$ cat src/rtl/activation_pipe.sv
// activation_pipe: 3-stage, LANES-wide PWL sigmoid/tanh/ReLU/identity unit.
// Ports: clk, reset (async, active-low); mode/in_valid/in_ready/in_data/in_tag
// input stream; out_valid/out_ready/out_data/out_tag output stream;
// sat_count/sat_clear saturation-event counter.
module activation_pipe #(
  parameter int INT_WIDTH  = 8,
  parameter int FRAC_WIDTH = 8,
  parameter int WIDTH      = INT_WIDTH + FRAC_WIDTH + 1,
  parameter int LANES      = 4,
  parameter int TAG_WIDTH  = 4,
  parameter int CNT_WIDTH  = 16
) (
  input  logic                   clk,
  input  logic                   reset,
  input  logic [1:0]             mode,
  input  logic                   in_valid,
  output logic                   in_ready,
  input  logic [LANES*WIDTH-1:0] in_data,
  input  logic [TAG_WIDTH-1:0]   in_tag,
  output logic                   out_valid,
  input  logic                   out_ready,
  output logic [LANES*WIDTH-1:0] out_data,
  output logic [TAG_WIDTH-1:0]   out_tag,
  output logic [CNT_WIDTH-1:0]   sat_count,
  input  logic                   sat_clear
);

  localparam logic [1:0] M_SIG  = 2'd0;
  localparam logic [1:0] M_TANH = 2'd1;
  localparam logic [1:0] M_RELU = 2'd2;
  localparam logic [1:0] M_ID   = 2'd3;

  typedef logic signed [WIDTH-1:0] smp_t;
  typedef logic signed [WIDTH+1:0] wide_t;

  localparam longint ONE_L = longint'(1) << FRAC_WIDTH;

  localparam smp_t MAX_V  = smp_t'({1'b0, {(WIDTH-1){1'b1}}});
  localparam smp_t MIN_V  = smp_t'({1'b1, {(WIDTH-1){1'b0}}});
  localparam smp_t ONE    = smp_t'(ONE_L);
  localparam smp_t HALF   = smp_t'(ONE_L >>> 1);
  localparam smp_t C_625  = smp_t'((5 * ONE_L) >>> 3);
  localparam smp_t C_844  = smp_t'((27 * ONE_L) >>> 5);
  localparam smp_t T_2375 = smp_t'((19 * ONE_L) >>> 3);
  localparam smp_t T_5    = smp_t'(5 * ONE_L);
  localparam smp_t T_3P   = smp_t'(3 * ONE_L);
  localparam smp_t T_3N   = smp_t'(-3 * ONE_L);

  localparam logic [CNT_WIDTH-1:0] CNT_MAX = '1;
  localparam int SUM_W = CNT_WIDTH + $clog2(LANES + 1) + 1;

  // Global stall: every stage moves together, bubbles are kept.
  logic en;
  logic acc;

  logic                 v1_q, v1_d;
  logic [1:0]           m1_q, m1_d;
  logic [TAG_WIDTH-1:0] t1_q, t1_d;
  smp_t                 x1_q [LANES];
  smp_t                 x1_d [LANES];
  smp_t                 a1_q [LANES];
  smp_t                 a1_d [LANES];
  logic [LANES-1:0]     n1_q, n1_d;

  logic                 v2_q, v2_d;
  logic [1:0]           m2_q, m2_d;
  logic [TAG_WIDTH-1:0] t2_q, t2_d;
  smp_t                 x2_q [LANES];
  smp_t                 x2_d [LANES];
  smp_t                 s2_q [LANES];
  smp_t                 s2_d [LANES];
  logic [LANES-1:0]     sat2_q, sat2_d;

  logic                   out_valid_q, out_valid_d;
  logic [LANES*WIDTH-1:0] out_data_q, out_data_d;
  logic [TAG_WIDTH-1:0]   out_tag_q, out_tag_d;
  logic [LANES-1:0]       sat3_q, sat3_d;

  logic [CNT_WIDTH-1:0] sat_count_q, sat_count_d;
  logic [SUM_W-1:0]     sum;

  assign en        = out_ready | ~out_valid_q;
  assign in_ready  = reset & en;
  assign acc       = in_valid & in_ready;
  assign out_valid = out_valid_q;
  assign out_data  = out_data_q;
  assign out_tag   = out_tag_q;
  assign sat_count = sat_count_q;

  // S1: argument select (x or saturated 2x) and magnitude.
  always_comb begin
    smp_t x;
    smp_t arg;
    x    = '0;
    arg  = '0;
    v1_d = v1_q;
    m1_d = m1_q;
    t1_d = t1_q;
    n1_d = n1_q;
    for (int i = 0; i < LANES; i++) begin
      x1_d[i] = x1_q[i];
      a1_d[i] = a1_q[i];
    end
    if (en) begin
      v1_d = acc;
      m1_d = mode;
      t1_d = in_tag;
      for (int i = 0; i < LANES; i++) begin
        x = smp_t'(in_data[i*WIDTH +: WIDTH]);
        if (mode != M_TANH) begin
          arg = x;
        end else if (x[WIDTH-1] != x[WIDTH-2]) begin
          // 2x left the WIDTH range
          arg = x[WIDTH-1] ? MIN_V : MAX_V;
        end else begin
          arg = {x[WIDTH-2:0], 1'b0};
        end
        n1_d[i] = arg[WIDTH-1];
        if (arg == MIN_V) begin
          a1_d[i] = MAX_V;
        end else if (arg[WIDTH-1]) begin
          a1_d[i] = -arg;
        end else begin
          a1_d[i] = arg;
        end
        x1_d[i] = x;
      end
    end
  end

  // S2: PWL sigmoid magnitude plus odd symmetry.
  always_comb begin
    smp_t a;
    smp_t p;
    logic big;
    a      = '0;
    p      = '0;
    big    = 1'b0;
    v2_d   = v2_q;
    m2_d   = m2_q;
    t2_d   = t2_q;
    sat2_d = sat2_q;
    for (int i = 0; i < LANES; i++) begin
      x2_d[i] = x2_q[i];
      s2_d[i] = s2_q[i];
    end
    if (en) begin
      v2_d = v1_q;
      m2_d = m1_q;
      t2_d = t1_q;
      for (int i = 0; i < LANES; i++) begin
        a   = a1_q[i];
        big = 1'b0;
        unique case (1'b1)
          (a >= T_5): begin
            p   = ONE;
            big = 1'b1;
          end
          (a >= T_2375 && a < T_5): p = (a >>> 5) + C_844;
          (a >= ONE && a < T_2375): p = (a >>> 3) + C_625;
          default: p = (a >>> 2) + HALF;
        endcase
        s2_d[i] = n1_q[i] ? ONE - p : p;
        // curve saturation only matters for sigmoid/tanh beats
        sat2_d[i] = big & ~m1_q[1];
        x2_d[i] = x1_q[i];
      end
    end
  end

  // S3: per-mode result and final clamp.
  always_comb begin
    wide_t y;
    logic  sat;
    y           = '0;
    sat         = 1'b0;
    out_valid_d = out_valid_q;
    out_data_d  = out_data_q;
    out_tag_d   = out_tag_q;
    sat3_d      = sat3_q;
    if (en) begin
      out_valid_d = v2_q;
      out_tag_d   = t2_q;
      for (int i = 0; i < LANES; i++) begin
        sat = sat2_q[i];
        unique case (m2_q)
          M_SIG:  y = wide_t'(s2_q[i]);
          M_TANH: begin
            y = (wide_t'(s2_q[i]) <<< 1) - wide_t'(ONE);
            if (x2_q[i] >= T_3P) begin
              y   = wide_t'(ONE);
              sat = 1'b1;
            end else if (x2_q[i] <= T_3N) begin
              y   = -wide_t'(ONE);
              sat = 1'b1;
            end
          end
          M_RELU: y = x2_q[i][WIDTH-1] ? '0 : wide_t'(x2_q[i]);
          M_ID:   y = wide_t'(x2_q[i]);
        endcase
        if (y > wide_t'(MAX_V)) begin
          y   = wide_t'(MAX_V);
          sat = 1'b1;
        end else if (y < wide_t'(MIN_V)) begin
          y   = wide_t'(MIN_V);
          sat = 1'b1;
        end
        out_data_d[i*WIDTH +: WIDTH] = y[WIDTH-1:0];
        sat3_d[i] = sat;
      end
    end
  end

  // Saturation counter: clear wins, otherwise add on output acceptance.
  always_comb begin
    sum = SUM_W'(sat_count_q);
    for (int i = 0; i < LANES; i++) begin
      sum = sum + SUM_W'(sat3_q[i]);
    end
    sat_count_d = sat_count_q;
    if (sat_clear) begin
      sat_count_d = '0;
    end else if (out_valid_q & out_ready) begin
      if (sum > SUM_W'(CNT_MAX)) begin
        sat_count_d = CNT_MAX;
      end else begin
        sat_count_d = sum[CNT_WIDTH-1:0];
      end
    end
  end

  always_ff @(posedge clk or negedge reset) begin
    if (!reset) begin
      v1_q        <= 1'b0;
      m1_q        <= '0;
      t1_q        <= '0;
      n1_q        <= '0;
      v2_q        <= 1'b0;
      m2_q        <= '0;
      t2_q        <= '0;
      sat2_q      <= '0;
      out_valid_q <= 1'b0;
      out_data_q  <= '0;
      out_tag_q   <= '0;
      sat3_q      <= '0;
      sat_count_q <= '0;
      for (int i = 0; i < LANES; i++) begin
        x1_q[i] <= '0;
        a1_q[i] <= '0;
        x2_q[i] <= '0;
        s2_q[i] <= '0;
      end
    end else begin
      v1_q        <= v1_d;
      m1_q        <= m1_d;
      t1_q        <= t1_d;
      n1_q        <= n1_d;
      v2_q        <= v2_d;
      m2_q        <= m2_d;
      t2_q        <= t2_d;
      sat2_q      <= sat2_d;
      out_valid_q <= out_valid_d;
      out_data_q  <= out_data_d;
      out_tag_q   <= out_tag_d;
      sat3_q      <= sat3_d;
      sat_count_q <= sat_count_d;
      for (int i = 0; i < LANES; i++) begin
        x1_q[i] <= x1_d[i];
        a1_q[i] <= a1_d[i];
        x2_q[i] <= x2_d[i];
        s2_q[i] <= s2_d[i];
      end
    end
  end

endmodule

$ cat config.mk
export PLATFORM = sky130hd
export DESIGN_NAME = activation_pipe
export DESIGN_NICKNAME = d
export VERILOG_FILES = /design/src/rtl/activation_pipe.sv
export SDC_FILE = /design/constraint.sdc
export NUM_CORES = 1
export LEC_CHECK = 0
export ABC_CLOCK_PERIOD_IN_PS = 5400
export BUFFER_PORTS_ARGS = -buffer_cell sky130_fd_sc_hd__buf_2
export CAP_MARGIN = 20
export CORE_UTILIZATION = 55
export DETAILED_ROUTE_END_ITERATION = 16
export GPL_TIMING_DRIVEN = 0
export PLACE_DENSITY_LB_ADDON = 0.3
export SLEW_MARGIN = 40
export SYNTH_ARGS = -nofsm -noshare
export SYNTH_HDL_FRONTEND = slang
export SYNTH_SLANG_ARGS = --single-unit
export TNS_END_PERCENT = 30
$ cat constraint.sdc
create_clock -name clk -period 5.4 [get_ports clk]
set_input_delay 1.08 -clock clk [delete_from_list [all_inputs] [get_ports clk]]
set_output_delay 1.08 -clock clk [all_outputs]
set_load 0.01 [all_outputs]
# == Word-level counts from Yosys, hierarchy flattened ==
# Index checks and enable logic that the tools add are counted.
# word_totals
regBits,387
elab_cells,221
in_bits,79
out_inout_bits,90
# op_classes
muxes,95
n_bitwise,10
addsub,28
magnitude_cmp,37
reduce_logical,10
eq_ne,12
# ops
operator,n
17-bit 2-to-1 mux,40
19-bit one-hot mux with 4 select lines,4
19-bit 2-to-1 mux,12
17-bit one-hot mux with 3 select lines,4
"17-bit by 11-bit >= comparator with 1-bit output, second input constant",8
16-bit 2-to-1 mux,7
"19-bit by 17-bit > comparator with 1-bit output, second input constant",4
"19-bit by 17-bit < comparator with 1-bit output, second input constant",4
"18-bit by 10-bit subtractor with 19-bit output, second input constant",4
"17-bit == test, second input constant",4
"17-bit by 10-bit >= comparator with 1-bit output, second input constant",4
"17-bit by 12-bit >= comparator with 1-bit output, second input constant",4
"17-bit by 11-bit <= comparator with 1-bit output, second input constant",4
"17-bit by 11-bit < comparator with 1-bit output, second input constant",4
"17-bit by 12-bit < comparator with 1-bit output, second input constant",4
17-bit negation,4
"10-bit by 17-bit subtractor with 17-bit output, first input constant",4
"15-bit by 9-bit adder with 16-bit output, second input constant",4
"14-bit by 9-bit adder with 15-bit output, second input constant",4
"12-bit by 9-bit adder with 13-bit output, second input constant",4
1-bit 2-to-1 mux,28
19-bit by 1-bit adder with 20-bit output,1
"20-bit by 16-bit > comparator with 1-bit output, second input constant",1
18-bit by 1-bit adder with 19-bit output,1
12 further kinds,30

# == Depth between registers and ports, before layout ==
# depth
ltp_word,8
mapped_depth,17

# == Worst setup path before layout ==
# No wires, ideal clock.
# synth_path
kind,input port to flip-flop
startpoint,input mode[1]
endpoint,register a1_q[59] (netlist name)
required_time_ps,5320
cell_stages,14
arrival_time_ps,4034
path_buffers,6
setup_slack_ps,1287
cell_sequence,nand2b_1 buf_2 buf_2 buf_2 buf_1 clkbuf_1 o21a_1 ha_1 o221ai_1 and4bb_2 nand4_1 o21ai_0 clkbuf_1 a2bb2oi_1
# synth_via
elab_chain_len,6
word_cells_on_any_way,7
classes_between,add/sub: 1; eq/ne: 2; mux: 4
# synth_lines
element,line,text
"start, declared",15,"input logic [1:0] mode,"
2-bit by 1-bit != test with 1-bit output (*),110,if (mode != M_TANH) begin
17-bit 2-to-1 mux (*),110,
17-bit 2-to-1 mux (*),104,if (en) begin
17-bit negation,122,a1_d[i] = -arg;
17-bit 2-to-1 mux,121,end else if (arg[WIDTH-1]) begin
17-bit 2-to-1 mux (*),119,if (arg == MIN_V) begin
"end signal, assigned by index",269,a1_q[i] <= a1_d[i];
"end, declared",61,smp_t a1_q [LANES];
# Mark *: on every way between the ends. The rest lies on a longest branch, timed or not. The select of a mux whose other input is x is not followed.
# A chain may end at the register's enable or synchronous reset.

# == Final worst setup path ==
# layout_path
startpoint,register a1_q[26] (netlist name)
endpoint,register s2_q[31] (netlist name)
# layout_via
elab_chain_len,6
word_cells_on_any_way,14
classes_between,add/sub: 4; order compare: 5; mux: 3; reduce/logical: 2
# layout_lines
element,line,text
"17-bit by 10-bit >= comparator with 1-bit output, or another cell as far along",160,(a >= ONE && a < T_2375): p = (a >>> 3) + C_625;
"1-bit logical AND, on equally long branches","160, 159",
17-bit one-hot mux with 3 select lines (*),154,unique case (1'b1)
17-bit 2-to-1 mux (*),147,if (en) begin
10-bit by 17-bit subtractor with 17-bit output,163,s2_d[i] = n1_q[i] ? ONE - p : p;
17-bit 2-to-1 mux (*),163,
"end signal, assigned by index",271,s2_q[i] <= s2_d[i];
"end, declared",70,smp_t s2_q [LANES];
# Marks and branches as above.

==> flow_summary.toml <==
[status]
outcome = "finished, final reports clean"

[timing]
layout_setup_ws_ns = 0.183
fmax_mhz = 192
setup_viol = 0
hold_violations = 0
holdWs_ns = 0.378
period_needed_ns = 5.22
relSlewSlack_pct = 37.3
max_slew.worst_pin.slew_ns = 0.941
skew_ns = 0.0146
grt_setup_unrepaired = "true"
drv_slew = 0
setup_tns_ns = 0
min_period_over_period_pct = 96.6

[clock_tree]
cts_post_setup_buffers_inserted = 0
cts_tree = "built"
ctsHoldBuffers = 0
htreeDepth = 2
cts_root_buf = "clkbuf_16"
clkTransAtPathRegs_ns = 0.06
clockBufferDepth = 3
clock-sinks = 387
insertion_delay_ns = 0.59
cts_made_buffers = 44

[yosys]
netlist_instances = 3012
async_flop_share_pct = 100
ys.flop_type = "dfrtp_1"
synth-edff-count = 0
synthTopCellsByArea = "dfrtp_1 (40%), nand2_1 (9.2%), a21oi_1 (4.8%)"
yosysTopAreaCell = "dfrtp_1"
seq_area_frac_synth_pct = 39.6
syn_area_um2 = 24500
yosys_warnings = 0
yosys_register_bits = 387
yosysUniqueCellTypes = 97
synth_top_area_share_pct = 39.6
synth_nets = 3151
syn_area_per_cell_um2 = 8.13

[worst_setup_path]
critPathCaptureType = "flip-flop"
slowest_delay_ns = 0.62
worstSetupStartpointType = "flip-flop"
worst-path-stages = 14
path_class = "reg2reg"
path_buf_inv = 3
arrival_ns = 5.72
path_cells = "inv_1, ha_1, nor4b_1, nand4_1, a41o_1, clkbuf_1, a222oi_1, ha_1, inv_1, a2111oi_1, or2_1, a221oi_1, or3_1, nand3_1"
worstPathRequired_ns = 5.91
critPathMaxFanout = 10
critPathSlowestCell = "a2111oi_1"
crit_family = "compound AO/OA/AOI/OAI gates"
reg2reg_depth = 14

[placed_design]
place_congestion = 0.979
port_buffers = 167
dp_hpwl_mm = 67.1
place_area_um2 = 26300
pre_cts_slack_ns = -0.454

[die]
rows = 76
ios = 169
coreArea_um2 = 43500
dieArea_um2 = 45400
fp.dieW_um = 213
initial_core_util_pct = 56.3
die_y_um = 213

[global_route]
grt_usage_pct = 39.9
grt_pass1_vias = 23711
antenna_found_initial = 2
grt_max_degree = 80
grt_pass1_wl_mm = 137
grt_remaining_overflow = 0

[detailed_routing]
post-route-drc-count = 0
drtPass1Iterations = 14
via_count = 25143
drtIter0Drc = 3466
drt_wl_total_mm = 90.4
drtAntennaViolNets = 0
avgRoutedWirePerCell_um = 23.5
via_per_inst = 6.53

[worst_hold_path]
min_path_type = "in2async"

[finish]
nFillCells = 3801
nets = 3370
final_area_um2 = 27800
drive_gt1_share_pct = 10.2
syn2layout_area_growth_pct = 13.5
final_util_pct = 63.9

[pwr]
ir_worst_vdd_v = 0.000425
p_per_area_nw_per_um2 = 421
p_leak_nw = 12.4

[flow_run]
cap_violations = 0
==> report_power, final <==
group / switching, mW / internal (mW)
sequential: 0.685 / 3.61
combinational: 2.79 / 1.50
clock: 1.28 / 1.82
total: 4.76 / 6.93
==> metrics by stage <==
stage / power [mW] / std cells
finish: 11.7 / 3850
global route: 12.3 / 3850
CTS: 11.6 / 3849
detailed placement: 8.47 / 3770
global placement: 8.32 / 3764
floorplan: 6.85 / 3012
==> state kept, by name, summed over array words and instances, names as in the netlist <==
name,flops
a1_q,68
v2_q,1
sat3_q,4
x2_q,68
s2_q,68
m1_q,2
out_data,68
n1_q,4
out_valid,1
v1_q,1
t1_q,4
sat_count,16
x1_q,68
sat2_q,4
m2_q,2
out_tag,4
t2_q,4
==> Yosys cell counts (45+ instances only) <==
cell / instances
nor3_1: 45
nand3_1: 61
nor2_1: 294
nand2_1: 600
xnor2_1: 80
o21ai_0: 187
inv_1: 73
xor2_1: 59
o22a_1: 51
ha_1: 57
dfrtp_1: 387
clkbuf_1: 173
a21oi_1: 237
==> logic make-up after synthesis <==
| logic type | after synthesis | synth area share [%] |
|---|---|---|
| flip-flops | 387 | 39.6 |
| XOR/XNOR | 139 | 4.97 |
| multiplexers | 12 | 0.516 |
| adder cells (fa/ha/maj) | 60 | 3.16 |
| AND/OR/NAND/NOR | 1229 | 22.2 |
| AO/OA/AOI/OAI | 903 | 25.1 |
| buffers and inverters | 282 | 4.54 |
==> timing repair <==
action                                 4_1_cts  5_1_grt
setup endpoints to repair                    0       25
resized for setup                            0        5
endpoints found under the hold margin        0        0
==> cells in the final DEF (no fill, tap or decap), types with 24 or more instances in the layout <==
cell / instances
a211oi_1: 41
a21o_1: 25
a21oi_1: 236
a221oi_1: 41
a222oi_1: 41
a31oi_1: 35
and3_1: 29
buf_2: 184
clkbuf_1: 158
clkbuf_16: 45
dfrtp_1: 387
ha_1: 57
inv_1: 73
nand2_1: 600
nand2b_1: 24
nand3_1: 61
nand4_1: 33
nor2_1: 294
nor3_1: 44
nor4_1: 28
o21a_1: 34
o21ai_0: 185
o22a_1: 51
or3_1: 24
xnor2_1: 80
xor2_1: 59
==> routing by layer <==
metal  global-route usage (%)  share of wire, %  up-vias
met1                     53.1                40    12185
met4                     20.0               5.5        2
li1                         -                 -    11237
met5                        0             0.011        -
met3                     7.38                10      263
met2                     62.4                44     1456
==> final cells by class <==
cell class / count / area [um^2] / area share, %
antenna: 1 / 2.50 / 0.00901
buffer: 207 / 863 / 3.11
clock buffer: 61 / 1330 / 4.77
clock inverter: 18 / 178 / 0.640
inverter: 75 / 282 / 1.01
multi-input combinational: 2343 / 13700 / 49.3
sequential: 387 / 9680 / 34.9
tap: 585 / 732 / 2.64
timing repair buffer: 173 / 1000 / 3.61
==> worst reg2reg max path: stages (launching register included) <==
cell and delay [ns]:
dfrtp_1 0.51, inv_1 0.34, ha_1 0.21, nor4b_1 0.53
nand4_1 0.36, a41o_1 0.43, clkbuf_1 0.27, a222oi_1 0.61
ha_1 0.32, inv_1 0.09, a2111oi_1 0.62, or2_1 0.28
a221oi_1 0.15, or3_1 0.33, nand3_1 0.09
==> worst paths after layout <==
path	slack, ns	start	endpoint
hold / removal	0.38	reset	a1_q[67]
setup / recovery	0.18	a1_q[26]	s2_q[31]
min in group clk	0.47	out_tag[2]	out_tag[2]
hold reg to reg	0.47	out_tag[2]	out_tag[2]
max in group asynchronous	4.05	reset	s2_q[4]
setup reg to reg	0.18	a1_q[26]	s2_q[31]
Note: power is estimated with default switching activity, not from simulation.
